===== src/rtl/arc4_sequencer_if.sv =====
// Bus bundle between the ARC4 run controller, the sequencer and the three
// cipher engines (init, ksa, prga), including the shared S-memory port.
interface arc4_sequencer_if;
    // Run request / status
    logic        en;
    logic        rdy;
    logic [23:0] key;
    logic [23:0] key_q;
    logic [1:0]  stage;

    // Engine start pulses and idle/done indications
    logic        init_en;
    logic        ksa_en;
    logic        prga_en;
    logic        init_rdy;
    logic        ksa_rdy;
    logic        prga_rdy;

    // Engine-side S-memory requests
    logic [7:0]  init_addr;
    logic [7:0]  ksa_addr;
    logic [7:0]  prga_addr;
    logic [7:0]  init_wrdata;
    logic [7:0]  ksa_wrdata;
    logic [7:0]  prga_wrdata;
    logic        init_wren;
    logic        ksa_wren;
    logic        prga_wren;

    // Single shared S-memory port
    logic [7:0]  s_addr;
    logic [7:0]  s_wrdata;
    logic        s_wren;

    // Sequencer side
    modport slave (
        input  en, key,
        input  init_rdy, ksa_rdy, prga_rdy,
        input  init_addr, ksa_addr, prga_addr,
        input  init_wrdata, ksa_wrdata, prga_wrdata,
        input  init_wren, ksa_wren, prga_wren,
        output rdy, key_q, stage,
        output init_en, ksa_en, prga_en,
        output s_addr, s_wrdata, s_wren
    );

    // Controller / engine side
    modport master (
        output en, key,
        output init_rdy, ksa_rdy, prga_rdy,
        output init_addr, ksa_addr, prga_addr,
        output init_wrdata, ksa_wrdata, prga_wrdata,
        output init_wren, ksa_wren, prga_wren,
        input  rdy, key_q, stage,
        input  init_en, ksa_en, prga_en,
        input  s_addr, s_wrdata, s_wren
    );
endinterface


===== src/rtl/arc4_sequencer.sv =====
// ARC4 run sequencer: on an accepted start it latches the key, then starts the
// init, ksa and prga engines one after another, waiting for each to finish.
// The engine currently running owns the single S-memory port.
module arc4_sequencer (
    input  logic            clk,
    input  logic            rst,
    arc4_sequencer_if.slave bus
);
    typedef enum logic [2:0] {
        IDLE,
        START_INIT,
        WAIT_INIT,
        START_KSA,
        WAIT_KSA,
        START_PRGA,
        WAIT_PRGA
    } state_t;

    state_t      state_reg;
    state_t      state_next;
    logic [23:0] key_q_reg;
    logic [23:0] key_q_next;
    logic [1:0]  stage_sel;

    // State and latched key registers
    always_ff @(posedge clk) begin
        if (rst) begin
            state_reg <= IDLE;
            key_q_reg <= '0;
        end else begin
            state_reg <= state_next;
            key_q_reg <= key_q_next;
        end
    end

    // Next state, start pulses and stage decode; a start pulse is only raised
    // while the target engine reports idle, so it is sampled on that same edge.
    always_comb begin
        state_next  = state_reg;
        key_q_next  = key_q_reg;
        stage_sel   = 2'd0;
        bus.rdy     = 1'b0;
        bus.init_en = 1'b0;
        bus.ksa_en  = 1'b0;
        bus.prga_en = 1'b0;
        case (state_reg)
            IDLE: begin
                bus.rdy = 1'b1;
                if (bus.en) begin
                    key_q_next = bus.key;
                    state_next = START_INIT;
                end
            end
            START_INIT: begin
                stage_sel   = 2'd1;
                bus.init_en = bus.init_rdy;
                if (bus.init_rdy) begin
                    state_next = WAIT_INIT;
                end
            end
            WAIT_INIT: begin
                stage_sel = 2'd1;
                if (bus.init_rdy) begin
                    state_next = START_KSA;
                end
            end
            START_KSA: begin
                stage_sel  = 2'd2;
                bus.ksa_en = bus.ksa_rdy;
                if (bus.ksa_rdy) begin
                    state_next = WAIT_KSA;
                end
            end
            WAIT_KSA: begin
                stage_sel = 2'd2;
                if (bus.ksa_rdy) begin
                    state_next = START_PRGA;
                end
            end
            START_PRGA: begin
                stage_sel   = 2'd3;
                bus.prga_en = bus.prga_rdy;
                if (bus.prga_rdy) begin
                    state_next = WAIT_PRGA;
                end
            end
            WAIT_PRGA: begin
                stage_sel = 2'd3;
                if (bus.prga_rdy) begin
                    state_next = IDLE;
                end
            end
            default: begin
                state_next = IDLE;
            end
        endcase
    end

    assign bus.stage = stage_sel;
    assign bus.key_q = key_q_reg;

    // Engine requests gathered so the mux can be built per engine index
    logic [7:0] eng_addr     [3];
    logic [7:0] eng_wrdata   [3];
    logic       eng_wren     [3];
    logic [7:0] addr_gated   [3];
    logic [7:0] wrdata_gated [3];
    logic       wren_gated   [3];

    assign eng_addr[0]   = bus.init_addr;
    assign eng_addr[1]   = bus.ksa_addr;
    assign eng_addr[2]   = bus.prga_addr;
    assign eng_wrdata[0] = bus.init_wrdata;
    assign eng_wrdata[1] = bus.ksa_wrdata;
    assign eng_wrdata[2] = bus.prga_wrdata;
    assign eng_wren[0]   = bus.init_wren;
    assign eng_wren[1]   = bus.ksa_wren;
    assign eng_wren[2]   = bus.prga_wren;

    // Each engine's request is zeroed unless it owns the current stage, so
    // the OR below yields the owner's request, or all zeros while idle.
    genvar gi;
    generate
        for (gi = 0; gi < 3; gi++) begin : g_mux
            logic owner;
            assign owner            = (stage_sel == 2'(gi + 1));
            assign addr_gated[gi]   = owner ? eng_addr[gi]   : 8'h00;
            assign wrdata_gated[gi] = owner ? eng_wrdata[gi] : 8'h00;
            assign wren_gated[gi]   = owner & eng_wren[gi];
        end
    endgenerate

    assign bus.s_addr   = addr_gated[0]   | addr_gated[1]   | addr_gated[2];
    assign bus.s_wrdata = wrdata_gated[0] | wrdata_gated[1] | wrdata_gated[2];
    assign bus.s_wren   = wren_gated[0]   | wren_gated[1]   | wren_gated[2];
endmodule


===== src/flat_wrapper.sv =====
// flat-port wrapper written by rule: the top's interface ports become plain ports
module arc4_sequencer_flat 
  (clk, rst, bus_en, bus_key, bus_init_rdy, bus_ksa_rdy, bus_prga_rdy, bus_init_addr, bus_ksa_addr, bus_prga_addr, bus_init_wrdata, bus_ksa_wrdata, bus_prga_wrdata, bus_init_wren, bus_ksa_wren, bus_prga_wren, bus_rdy, bus_key_q, bus_stage, bus_init_en, bus_ksa_en, bus_prga_en, bus_s_addr, bus_s_wrdata, bus_s_wren);
  arc4_sequencer_if bus_i ();
  input  logic clk;
  input  logic rst;
  input wire logic [$bits(bus_i.en)-1:0] bus_en;
  input wire logic [$bits(bus_i.key)-1:0] bus_key;
  input wire logic [$bits(bus_i.init_rdy)-1:0] bus_init_rdy;
  input wire logic [$bits(bus_i.ksa_rdy)-1:0] bus_ksa_rdy;
  input wire logic [$bits(bus_i.prga_rdy)-1:0] bus_prga_rdy;
  input wire logic [$bits(bus_i.init_addr)-1:0] bus_init_addr;
  input wire logic [$bits(bus_i.ksa_addr)-1:0] bus_ksa_addr;
  input wire logic [$bits(bus_i.prga_addr)-1:0] bus_prga_addr;
  input wire logic [$bits(bus_i.init_wrdata)-1:0] bus_init_wrdata;
  input wire logic [$bits(bus_i.ksa_wrdata)-1:0] bus_ksa_wrdata;
  input wire logic [$bits(bus_i.prga_wrdata)-1:0] bus_prga_wrdata;
  input wire logic [$bits(bus_i.init_wren)-1:0] bus_init_wren;
  input wire logic [$bits(bus_i.ksa_wren)-1:0] bus_ksa_wren;
  input wire logic [$bits(bus_i.prga_wren)-1:0] bus_prga_wren;
  output wire logic [$bits(bus_i.rdy)-1:0] bus_rdy;
  output wire logic [$bits(bus_i.key_q)-1:0] bus_key_q;
  output wire logic [$bits(bus_i.stage)-1:0] bus_stage;
  output wire logic [$bits(bus_i.init_en)-1:0] bus_init_en;
  output wire logic [$bits(bus_i.ksa_en)-1:0] bus_ksa_en;
  output wire logic [$bits(bus_i.prga_en)-1:0] bus_prga_en;
  output wire logic [$bits(bus_i.s_addr)-1:0] bus_s_addr;
  output wire logic [$bits(bus_i.s_wrdata)-1:0] bus_s_wrdata;
  output wire logic [$bits(bus_i.s_wren)-1:0] bus_s_wren;
  assign bus_i.en = bus_en;
  assign bus_i.key = bus_key;
  assign bus_i.init_rdy = bus_init_rdy;
  assign bus_i.ksa_rdy = bus_ksa_rdy;
  assign bus_i.prga_rdy = bus_prga_rdy;
  assign bus_i.init_addr = bus_init_addr;
  assign bus_i.ksa_addr = bus_ksa_addr;
  assign bus_i.prga_addr = bus_prga_addr;
  assign bus_i.init_wrdata = bus_init_wrdata;
  assign bus_i.ksa_wrdata = bus_ksa_wrdata;
  assign bus_i.prga_wrdata = bus_prga_wrdata;
  assign bus_i.init_wren = bus_init_wren;
  assign bus_i.ksa_wren = bus_ksa_wren;
  assign bus_i.prga_wren = bus_prga_wren;
  assign bus_rdy = bus_i.rdy;
  assign bus_key_q = bus_i.key_q;
  assign bus_stage = bus_i.stage;
  assign bus_init_en = bus_i.init_en;
  assign bus_ksa_en = bus_i.ksa_en;
  assign bus_prga_en = bus_i.prga_en;
  assign bus_s_addr = bus_i.s_addr;
  assign bus_s_wrdata = bus_i.s_wrdata;
  assign bus_s_wren = bus_i.s_wren;
  arc4_sequencer u_core (.clk(clk), .rst(rst), .bus(bus_i));
endmodule

===== config.mk =====
export PLATFORM = sky130hd
export DESIGN_NAME = arc4_sequencer_flat
export DESIGN_NICKNAME = d
export VERILOG_FILES = /design/src/rtl/arc4_sequencer_if.sv /design/src/rtl/arc4_sequencer.sv /design/src/flat_wrapper.sv
export SDC_FILE = /design/constraint.sdc
export NUM_CORES = 1
export LEC_CHECK = 0
export BUFFER_PORTS_ARGS = -buffer_cell sky130_fd_sc_hd__buf_2
export CAP_MARGIN = 20
export CORE_ASPECT_RATIO = 1.75
export CORE_MARGIN = 2
export CORE_UTILIZATION = 38
export CTS_BUF_LIST = sky130_fd_sc_hd__clkbuf_2 sky130_fd_sc_hd__clkbuf_4 sky130_fd_sc_hd__clkbuf_8
export DETAILED_ROUTE_END_ITERATION = 12
export GPL_ROUTABILITY_DRIVEN = 0
export HOLD_SLACK_MARGIN = 0.15
export PLACE_DENSITY = 0.79
export RECOVER_POWER = 25
export SLEW_MARGIN = 15
export SYNTH_ARGS = -nofsm -noshare
export SYNTH_HDL_FRONTEND = slang
export SYNTH_SLANG_ARGS = --single-unit

===== constraint.sdc =====
create_clock -name clk -period 1.55 [get_ports clk]
set_input_delay 0 -clock clk [delete_from_list [all_inputs] [get_ports clk]]
set_output_delay 0 -clock clk [all_outputs]
set_load 0.01 [all_outputs]

==> impl_metrics.yaml, run 1 <==
global_route:
  met1_usage: 0.220
  grt_usage: 0.223
  gr-total-overflow: 0
  grt_pass1_wl_um: 9580
  grt_pass1_vias: 2207
  use_met3: 0.0386
  top_usage_layer: "met2"
  antenna_found_initial: 0
  grtUsageMet2: 0.444
  grt_max_degree: 53
power:
  leakagePower_uw: 0.00149
  ir_drop_v: 0.00161
  power_density_nw_per_um2: 1390
job:
  timing.max_cap.violations: 0
clock_tree:
  clk_latency_ns: 0.27
  clock_path_buffers: 2
  cts_sinks: 27
  cts_tree: "done"
  clock-root-buffer: "clkbuf_8"
  htree_num_levels: 1
  path_clk_slew_ns: 0.09
  cts_buffers: 3
min_path:
  worst_hold_path_type: "input port to register"
  hold-path-cell-count: 4
  hp-start: "bus_en"
  min_to: "u_core.state_reg[1]$_SDFFE_PP0P_"
setup_path:
  worst_path_most_repeated_cell: "buf_12"
  critPathMaxStageDelay_ns: 0.39
  reg2regPathDepth: 8
  reg2reg_to: "u_core.bus.key_q[9]$_SDFFE_PP0P_"
  cp.arrival_ns: 1.81
  crit_family: "buffers and inverters"
  worst_path_max_delay_cell: "dfxtp_4"
  r2r_slack_ns: 0.02
  cp_max_fo: 7
  critPathLaunchType: "register"
  critPathRequiredTime_ns: 1.55
  crit_type: "register to output port"
  crit_chain: "inv_6 -> ha_4 -> nor3_2 -> a21o_1 -> buf_12 -> buf_12 -> nand3_4 -> nand3_2 -> buf_6"
  path_buf_inv: 4
  r2r_start: "u_core.state_reg[0]$_SDFFE_PP0P_"
  endpoint_kind: "output port"
die:
  core_sq_um: 4400
  die_area_sq_um: 5180
  io_pins: 128
  die_h_um: 93.7
  die_w_um: 55.3
  start_util: 0.397
  rows: 32
route:
  ant_nets: 0
  route.detailed.drc: 0
  viasPerCell: 5.19
  routed_wl_um: 6460
  drt-initial-drc-count: 60
  drt-pass1-iter-count: 4
  num_vias: 2243
  wire_per_inst_um: 15.0
timing:
  fmax_ghz: 0.552
  finalHoldViolations: 0
  setup_viol: 18
  min_period_over_period: 1.17
  min_period_ns: 1.81
  slew_headroom: 0.555
  whs_ns: 0.229
  max_slew.worst_pin.slew_ns: 0.667
  fin_ws_ns: -0.260
  slew_viol_final: 0
  finalClockSkew_ns: 0.00700
  rsz0062_at_grt: "true"
synth:
  ys_types: 34
  ys_warn_count: 0
  synth_area_sq_um: 1750
  syn_inst: 221
  synth-seq-cells: 27
  synth.avg_cell_area_sq_um: 7.91
  synthesis.nets: 306
  yosysSeqAreaShare: 0.309
finish:
  drive_above_1_share: 0.583
  n_antenna_cell: 0
  largest_reg_flops: 24
  area_delta_synth_final_pct: 83.5
  nNetsFinal: 467
outcome:
  outcome: "complete, but fails checks"
  violations: "setup timing"
placement:
  hpwl_um: 3700
  dp_slack_ns: -0.0613
  io_buffers: 127
## repair_timing
action | in CTS | in global routing
setup buffers | 6 | 0
setup endpoints to repair | 44 | 45
pin swaps | 18 | 14
hold endpoints to repair | 25 | 0
gates resized for setup | 41 | 31
gates cloned | 3 | 1
hold buffers | 27 | 0
## per-layer routing
layer,share of wire,wire [um],vias to the layer above
met2,0.54,3500,122
li1,-,-,1087
met3,0.077,498,18
met5,0,0,-
met1,0.35,2280,1016
met4,0.028,179,0
## cells in the mapped netlist
cell type,n,area (sq um)
a21o_2,1,8.76
a21oi_2,10,87.6
nand2_2,10,62.6
mux2i_1,2,20.0
nand3_2,10,100
o21a_2,1,8.76
ha_1,4,50.1
buf_2,3,15.0
buf_12,1,20.0
buf_1,1,3.75
nand3_1,41,205
a311oi_1,1,8.76
a221oi_1,2,17.5
o21ai_2,1,8.76
and2b_4,1,10.0
buf_4,2,15.0
and3_2,1,7.51
buf_6,6,67.6
o211ai_2,1,12.5
dfxtp_1,27,541
inv_1,3,11.3
nor3_1,1,5.00
inv_8,1,11.3
nand3b_1,17,128
clkbuf_1,5,18.8
a21o_1,1,7.51
nor2b_1,1,6.26
buf_8,1,15.0
nand2_1,42,158
nor2_1,4,15.0
and2_1,1,6.26
a21oi_1,15,75.1
a41oi_1,1,8.76
nand2b_1,2,12.5
## power breakdown
part	internal, uW	total, uW	switching [uW]
Clock	180	388	208
Combinational	1510	3140	1620
Sequential	836	921	85.5
## worst min-delay path, cell delays in order
cell      delay (ns)
buf_2           0.12
mux2i_1         0.07
a21oi_1         0.19
a221oi_2        0.08
## logic make-up after synthesis
group | Yosys count | share of synthesized area
multiplexers | 2 | 0.0115
adder cells (fa/ha/maj) | 4 | 0.0286
AND/OR/NAND/NOR | 131 | 0.409
buffers and inverters | 23 | 0.102
flip-flops | 27 | 0.309
AO/OA/AOI/OAI | 34 | 0.140
## layout make-up
cell class	instances	area (sq um)
Inverter	4	38.8
Sequential cell	27	546
Timing Repair Buffer	174	1230
Timing Repair inverter	1	16.3
Fill cell	296	1200
Clock inverter	1	5.00
Clock buffer	3	41.3
Tap cell	51	63.8
Multi-Input combinational cell	171	1260
## cell usage in the layout (no fill, tap or decap), types with 2 or more instances in the layout
| master | Yosys | layout |
|---|---|---|
| a21oi_1 | 15 | 13 |
| a221oi_2 | 0 | 2 |
| nand3_4 | 0 | 2 |
| buf_6 | 6 | 13 |
| clkbuf_1 | 5 | 8 |
| nand2_2 | 10 | 12 |
| buf_16 | 0 | 2 |
| nand3_1 | 41 | 18 |
| mux2i_1 | 2 | 2 |
| nand2b_4 | 0 | 2 |
| buf_2 | 3 | 111 |
| dlygate4sd3_1 | 0 | 27 |
| nor2_1 | 4 | 4 |
| nand3_2 | 10 | 31 |
| buf_4 | 2 | 7 |
| buf_12 | 1 | 5 |
| dfxtp_1 | 27 | 25 |
| a21oi_2 | 10 | 12 |
| nand3b_1 | 17 | 17 |
| ha_4 | 0 | 3 |
| nand2_1 | 42 | 40 |
| clkbuf_8 | 0 | 3 |
## per-stage QoR
step	instance area (sq um)	instances	TNS (ns)	util	total power (uW)
global placement	2420	391	0	0.551	3130
floorplan	1750	221	0	-	2470
global route	3210	432	-5.78	0.728	4740
CTS	3040	431	-4.56	0.689	4090
detailed placement	2420	391	-1.32	0.551	3180
finish	3210	432	-4.05	0.728	4450
## how the worst max path moves through the flow
stage | startpoint | end | slack, ns | cells past startpoint
final | u_core.state_reg[0]$_SDFFE_PP0P_ | bus_s_wrdata[6] | -0.26 | 9
after CTS | u_core.state_reg[1]$_SDFFE_PP0P_ | bus_s_wrdata[6] | -0.28 | 9
after global placement | u_core.state_reg[0]$_SDFFE_PP0P_ | bus_s_addr[4] | 0.004 | 9
after global routing | u_core.state_reg[1]$_SDFFE_PP0P_ | bus_s_addr[3] | -0.35 | 9
after detailed placement | u_core.state_reg[0]$_SDFFE_PP0P_ | bus_s_addr[4] | -0.06 | 9
after floorplan | u_core.state_reg[0]$_SDFFE_PP0P_ | u_core.bus.key_q[12]$_SDFFE_PP0P_ | 0.04 | 8
Power figures use the tool's default switching activity.
==> inputs of run 2 (changes only) <==
--- a/config.mk
+++ b/config.mk
@@ -5,16 +5,16 @@
 export SDC_FILE = /design/constraint.sdc
 export NUM_CORES = 1
 export LEC_CHECK = 0
+export ABC_AREA = 1
 export BUFFER_PORTS_ARGS = -buffer_cell sky130_fd_sc_hd__buf_2
 export CAP_MARGIN = 20
-export CORE_ASPECT_RATIO = 1.75
-export CORE_MARGIN = 2
-export CORE_UTILIZATION = 38
+export CORE_MARGIN = 1.5
+export CORE_UTILIZATION = 36
 export CTS_BUF_LIST = sky130_fd_sc_hd__clkbuf_2 sky130_fd_sc_hd__clkbuf_4 sky130_fd_sc_hd__clkbuf_8
 export DETAILED_ROUTE_END_ITERATION = 12
 export GPL_ROUTABILITY_DRIVEN = 0
 export HOLD_SLACK_MARGIN = 0.15
-export PLACE_DENSITY = 0.79
+export PLACE_DENSITY = 0.78
 export RECOVER_POWER = 25
 export SLEW_MARGIN = 15
 export SYNTH_ARGS = -nofsm -noshare
==> impl_metrics.yaml, run 2 <==
setup_path:
  r2r_start: "u_core.state_reg[0]$_SDFFE_PP0P_"
  reg2reg_to: "u_core.bus.key_q[20]$_SDFFE_PP0P_"
  critPathMaxStageDelay_ns: 0.40
  critPathLaunchType: "register"
  crit_chain: "inv_6 -> ha_4 -> nand2_4 -> nand2_4 -> a21oi_4 -> buf_12 -> nor2_4 -> buf_6 -> nand2_2 -> nand3_1 -> buf_2"
  path_buf_inv: 4
  worstSetupPathDepth: 11
  endpoint_kind: "output port"
  worst_path_max_delay_cell: "dfxtp_4"
  r2r_slack_ns: -0.02
  crit_path_start: "u_core.state_reg[0]$_SDFFE_PP0P_"
  crit_path_end: "bus_s_addr[5]"
  critPathRequiredTime_ns: 1.55
  reg2regPathDepth: 10
  crit_type: "register to output port"
  cp.arrival_ns: 1.76
  crit_family: "buffers and inverters"
  worst_path_most_repeated_cell: "nand2_4"
  cp_max_fo: 8
timing:
  max_slew.worst_pin.slew_ns: 0.461
  slew_viol_final: 0
  min_period_ns: 1.76
  finalHoldViolations: 0
  whs_ns: 0.178
  rsz0062_at_grt: "true"
  setup_viol: 23
  fin_setup_tns_ns: -3.24
  min_period_over_period: 1.13
  slew_headroom: 0.693
  fmax_ghz: 0.568
  finalClockSkew_ns: 0.00108
  fin_ws_ns: -0.209
synth:
  ys_warn_count: 0
  yosys.area.top_type_share: 0.343
  syn_inst: 235
  yosysSeqAreaShare: 0.343
  synth-main-ff-cell: "dfxtp_1"
  synth-async-reset-ratio: 0
  ys_types: 20
  synth_largest_area_cell: "dfxtp_1"
  synth.area.top_cells: "dfxtp_1 34%, nand3_1 19%, nand2_1 16%, a21oi_1 8.6%, ha_1 3.2%"
  yosysMostFrequentCell: "nand2_1"
  synth.avg_cell_area_sq_um: 6.70
  ys_top_cells_by_count: "69 x nand2_1, 61 x nand3_1, 27 x a21oi_1, 27 x dfxtp_1, 12 x inv_1"
  synth-edff-count: 0
  synth-seq-cells: 27
  synth_area_sq_um: 1580
  synthesis.nets: 320
die:
  die_area_sq_um: 4780
  die_w_um: 69.2
  rows: 23
  core_sq_um: 4120
  die_h_um: 69.2
  io_pins: 128
  start_util: 0.383
clock_tree:
  clock_path_buffers: 2
  path_clk_slew_ns: 0.09
  htree_num_levels: 1
  cts_sinks: 27
  clk_latency_ns: 0.27
  cts_buffers: 3
  cts_tree: "done"
  clock-root-buffer: "clkbuf_8"
global_route:
  gr-total-overflow: 0
  antenna_found_initial: 0
  top_usage_layer: "met2"
  met1_usage: 0.239
  use_met3: 0.0512
  grt_pass1_vias: 2052
  grt_pass1_wl_um: 8920
  grt_max_degree: 27
  grt_usage: 0.218
  grtUsageMet2: 0.407
power:
  power_density_nw_per_um2: 1480
  ir_drop_v: 0.000879
  finalPower_uw: 4220
  leakagePower_uw: 0.00149
route:
  route.detailed.drc: 0
  num_vias: 2214
  drt-initial-drc-count: 48
  viasPerCell: 4.94
  drt-pass1-iter-count: 4
  ant_nets: 0
  wire_per_inst_um: 12.8
  routed_wl_um: 5740
placement:
  hpwl_um: 3590
  place_area_sq_um: 2300
  io_buffers: 127
finish:
  nNetsFinal: 484
  drive_above_1_share: 0.472
  final_common_cell: "buf_2"
  n_antenna_cell: 0
  area_delta_synth_final_pct: 81.3
  fillers: 334
  final_area_sq_um: 2860
  largest_reg_flops: 24
  final_util: 0.694
  final_cell_mix: "114 x buf_2, 57 x nand2_1, 53 x nand3_1, 27 x a21oi_1"
outcome:
  outcome: "complete, but fails checks"
  violations: "setup timing"
job:
  timing.max_cap.violations: 0
min_path:
  worst_hold_path_type: "input port to register"
  hold-path-cell-count: 2
run 2: cell type report:
type | count | area [sq um] | share of cell area
multi-input cells | 179 | 1020 | 0.357
flip-flops and latches | 27 | 548 | 0.192
repair buffers | 175 | 1120 | 0.393
clock inverters | 1 | 5.00 | 0.00175
inverters | 13 | 58.8 | 0.0206
clock buffers | 3 | 41.3 | 0.0145
well taps | 50 | 62.6 | 0.0219
run 2: how the worst min path moves through the flow:
stage / from / end
2_1_floorplan: bus_ksa_rdy / bus_ksa_en
3_3_place_gp: bus_key[11] / u_core.bus.key_q[11]$_SDFFE_PP0P_
3_5_place_dp: bus_key[2] / u_core.bus.key_q[2]$_SDFFE_PP0P_
4_1_cts: rst / u_core.bus.key_q[20]$_SDFFE_PP0P_
5_1_grt: rst / u_core.state_reg[2]$_SDFFE_PP0P_
6_report: rst / u_core.state_reg[2]$_SDFFE_PP0P_
run 2: worst reg2reg max path: stages, from the launching register on:
cell	delay [ns]
dfxtp_4	0.38
inv_6	0.07
ha_4	0.15
buf_4	0.10
buf_4	0.09
inv_1	0.04
nor2_2	0.16
nand2_1	0.10
buf_4	0.20
nand2_1	0.08
a21oi_1	0.07
run 2: what timing repair did:
item / 4_1_cts / 5_1_grt
setup endpoints to repair: 18 / 29
gates resized for setup: 23 / 31
cloned: 1 / 1
buffers inserted: 6 / 4
pin swaps: 6 / 12
hold buffers: 25 / 0
endpoints found under the hold margin: 24 / 0
run 2: metrics by stage:
step	worst slack (ns)	cells
2_1_floorplan	0.0309	235
3_3_place_gp	-0.00504	409
3_5_place_dp	-0.0400	409
4_1_cts	-0.167	444
5_1_grt	-0.301	448
6_report	-0.209	448
run 2: kinds of logic after synthesis:
logic type	Yosys count	synth area share
buf+inv	30	0.0969
flops	27	0.343
compound gates	28	0.0961
simple gates	146	0.432
fa+ha+maj	4	0.0318
run 2: metal layers:
metal  wire, um  vias up
li1           -     1103
met1       2160     1003
met2       3060       94
met3        381       14
met4        142        0
met5          0        -
run 2: power breakdown:
part           internal (uW)  switching, uW  leakage [uW]
clock network            180            207     0.0000255
logic                   1340           1520       0.00125
registers                851            113      0.000222
total                   2370           1840       0.00149
==> inputs of run 3 (changes only) <==
--- a/config.mk
+++ b/config.mk
@@ -16,6 +16,7 @@
 export HOLD_SLACK_MARGIN = 0.15
 export PLACE_DENSITY = 0.78
 export RECOVER_POWER = 25
+export SETUP_SLACK_MARGIN = 0.3
 export SLEW_MARGIN = 15
 export SYNTH_ARGS = -nofsm -noshare
 export SYNTH_HDL_FRONTEND = slang
==> impl_metrics.yaml, run 3 (synthesis results as in run 2) <==
outcome:
  outcome: "complete, but fails checks"
  violations: "setup timing"
setup_path:
  critPathLaunchType: "register"
  reg2regPathDepth: 10
  cp_max_fo: 8
  crit_path_start: "u_core.state_reg[1]$_SDFFE_PP0P_"
  endpoint_kind: "output port"
  crit_type: "register to output port"
  cp.arrival_ns: 1.83
  reg2reg_to: "u_core.bus.key_q[23]$_SDFFE_PP0P_"
  r2r_slack_ns: -0.18
  r2r_start: "u_core.state_reg[1]$_SDFFE_PP0P_"
  critPathRequiredTime_ns: 1.55
clock_tree:
  cts_buffers: 3
  clock-root-buffer: "clkbuf_8"
  path_clk_slew_ns: 0.09
  clock_path_buffers: 2
  cts_sinks: 27
  htree_num_levels: 1
  clk_latency_ns: 0.28
  cts_tree: "done"
finish:
  multi_input_area_sq_um: 1420
  final_area_sq_um: 3590
  seqCellArea_sq_um: 552
  largest_reg_flops: 24
  final_cell_mix: "103 x buf_2, 39 x nand3_1, 32 x nand2_2, 26 x buf_6"
  fillers: 190
  final_common_cell: "buf_2"
  drive_above_1_share: 0.649
  area_delta_synth_final_pct: 128
  nNetsFinal: 499
power:
  ir_drop_v: 0.00110
  finalPower_uw: 6090
  power_density_nw_per_um2: 1700
  leakagePower_uw: 0.00180
min_path:
  hp-start: "rst"
  worst_hold_path_type: "input port to register"
  min_to: "u_core.bus.key_q[16]$_SDFFE_PP0P_"
  hold-path-cell-count: 2
global_route:
  grt_max_degree: 27
  grt_pass1_wl_um: 11300
  grt_pass1_vias: 2392
  gr-total-overflow: 0
  antenna_found_initial: 2
  grt_usage: 0.289
die:
  die_h_um: 69.2
  rows: 23
  start_util: 0.383
  die_area_sq_um: 4780
  io_pins: 128
  core_sq_um: 4120
  die_w_um: 69.2
placement:
  hpwl_um: 3750
  dp_slack_ns: -0.00770
  io_buffers: 127
  place_area_sq_um: 2430
timing:
  slew_headroom: 0.442
  finalHoldViolations: 0
  fin_ws_ns: -0.278
  max_slew.worst_pin.slew_ns: 0.837
  finalClockSkew_ns: 0.00169
  min_period_over_period: 1.18
  setup_viol: 46
  min_period_ns: 1.83
  rsz0062_at_grt: "true"
  slew_viol_final: 0
  fmax_ghz: 0.547
route:
  viasPerCell: 5.77
  route.detailed.drc: 0
  routed_wl_um: 9150
  num_vias: 2684
  drt-initial-drc-count: 207
  ant_nets: 0
  drt-pass1-iter-count: 5
  wire_per_inst_um: 19.7
job:
  timing.max_cap.violations: 0
-- run 3: cell types whose count changed in the layout (fill, tap and decap cells not counted), moves of 9 or more --
cell / change
nand3_1: -14
buf_6: +14
buf_2: -11
nand2_2: +20
a21oi_1: -9
nand2_1: -36
nand2_4: +15
nand3_2: +9
a21oi_2: +9
-- run 3: layer usage --
metal  GRT usage  wire [um]
met5           0          0
met4       0.107        683
met3      0.0614        670
met2       0.545       4640
met1       0.313       3160
-- run 3: cell type report --
class,instances,share of cell area
flip-flops and latches,27,0.154
diodes,2,0.00140
clock inverters,1,0.00140
well taps,50,0.0174
repair buffers,188,0.403
multi-input cells,181,0.396
inverters,13,0.0157
clock buffers,3,0.0115
-- run 3: stage by stage --
step,utilization,instances,TNS [ns],hold WS (ns)
2_1_floorplan,-,235,0,0.101
3_5_place_dp,0.590,406,-0.00770,0.276
3_3_place_gp,0.590,406,0,0.272
5_1_grt,0.872,465,-10.38,0.236
4_1_cts,0.784,459,-3.17,0.166
6_report,0.872,465,-8.31,0.206
-- run 3: worst max-delay path, cell delays in order (launching register included) --
cell and delay, ns:
dfxtp_4 0.41, inv_4 0.06, ha_4 0.17, inv_4 0.06, nand2_4 0.06, a21oi_4 0.16, buf_6 0.13, nor2_4 0.05
clkbuf_16 0.18, nand2_2 0.07, nand3_2 0.07, buf_6 0.12
-- run 3: worst max path at each step --
stage                            to  slack, ns
floorplan             bus_s_addr[0]       0.22
global placement      bus_s_addr[6]       0.07
detailed placement    bus_s_addr[5]     -0.008
CTS                 bus_s_wrdata[4]      -0.19
global route        bus_s_wrdata[7]      -0.34
finish              bus_s_wrdata[7]      -0.28
-- run 3: timing repair --
item | 4_1_cts | 5_1_grt
setup buffers | 19 | 3
resized for setup | 61 | 67
pin swaps | 26 | 33
endpoints found under the hold margin | 24 | 0
hold buffers | 24 | 0
cloned | 6 | 1
setup endpoints to repair | 48 | 49
-- run 3: power by group --
group,internal [uW],switching (uW)
combinational,2350,2310
sequential,854,163
clock,181,229
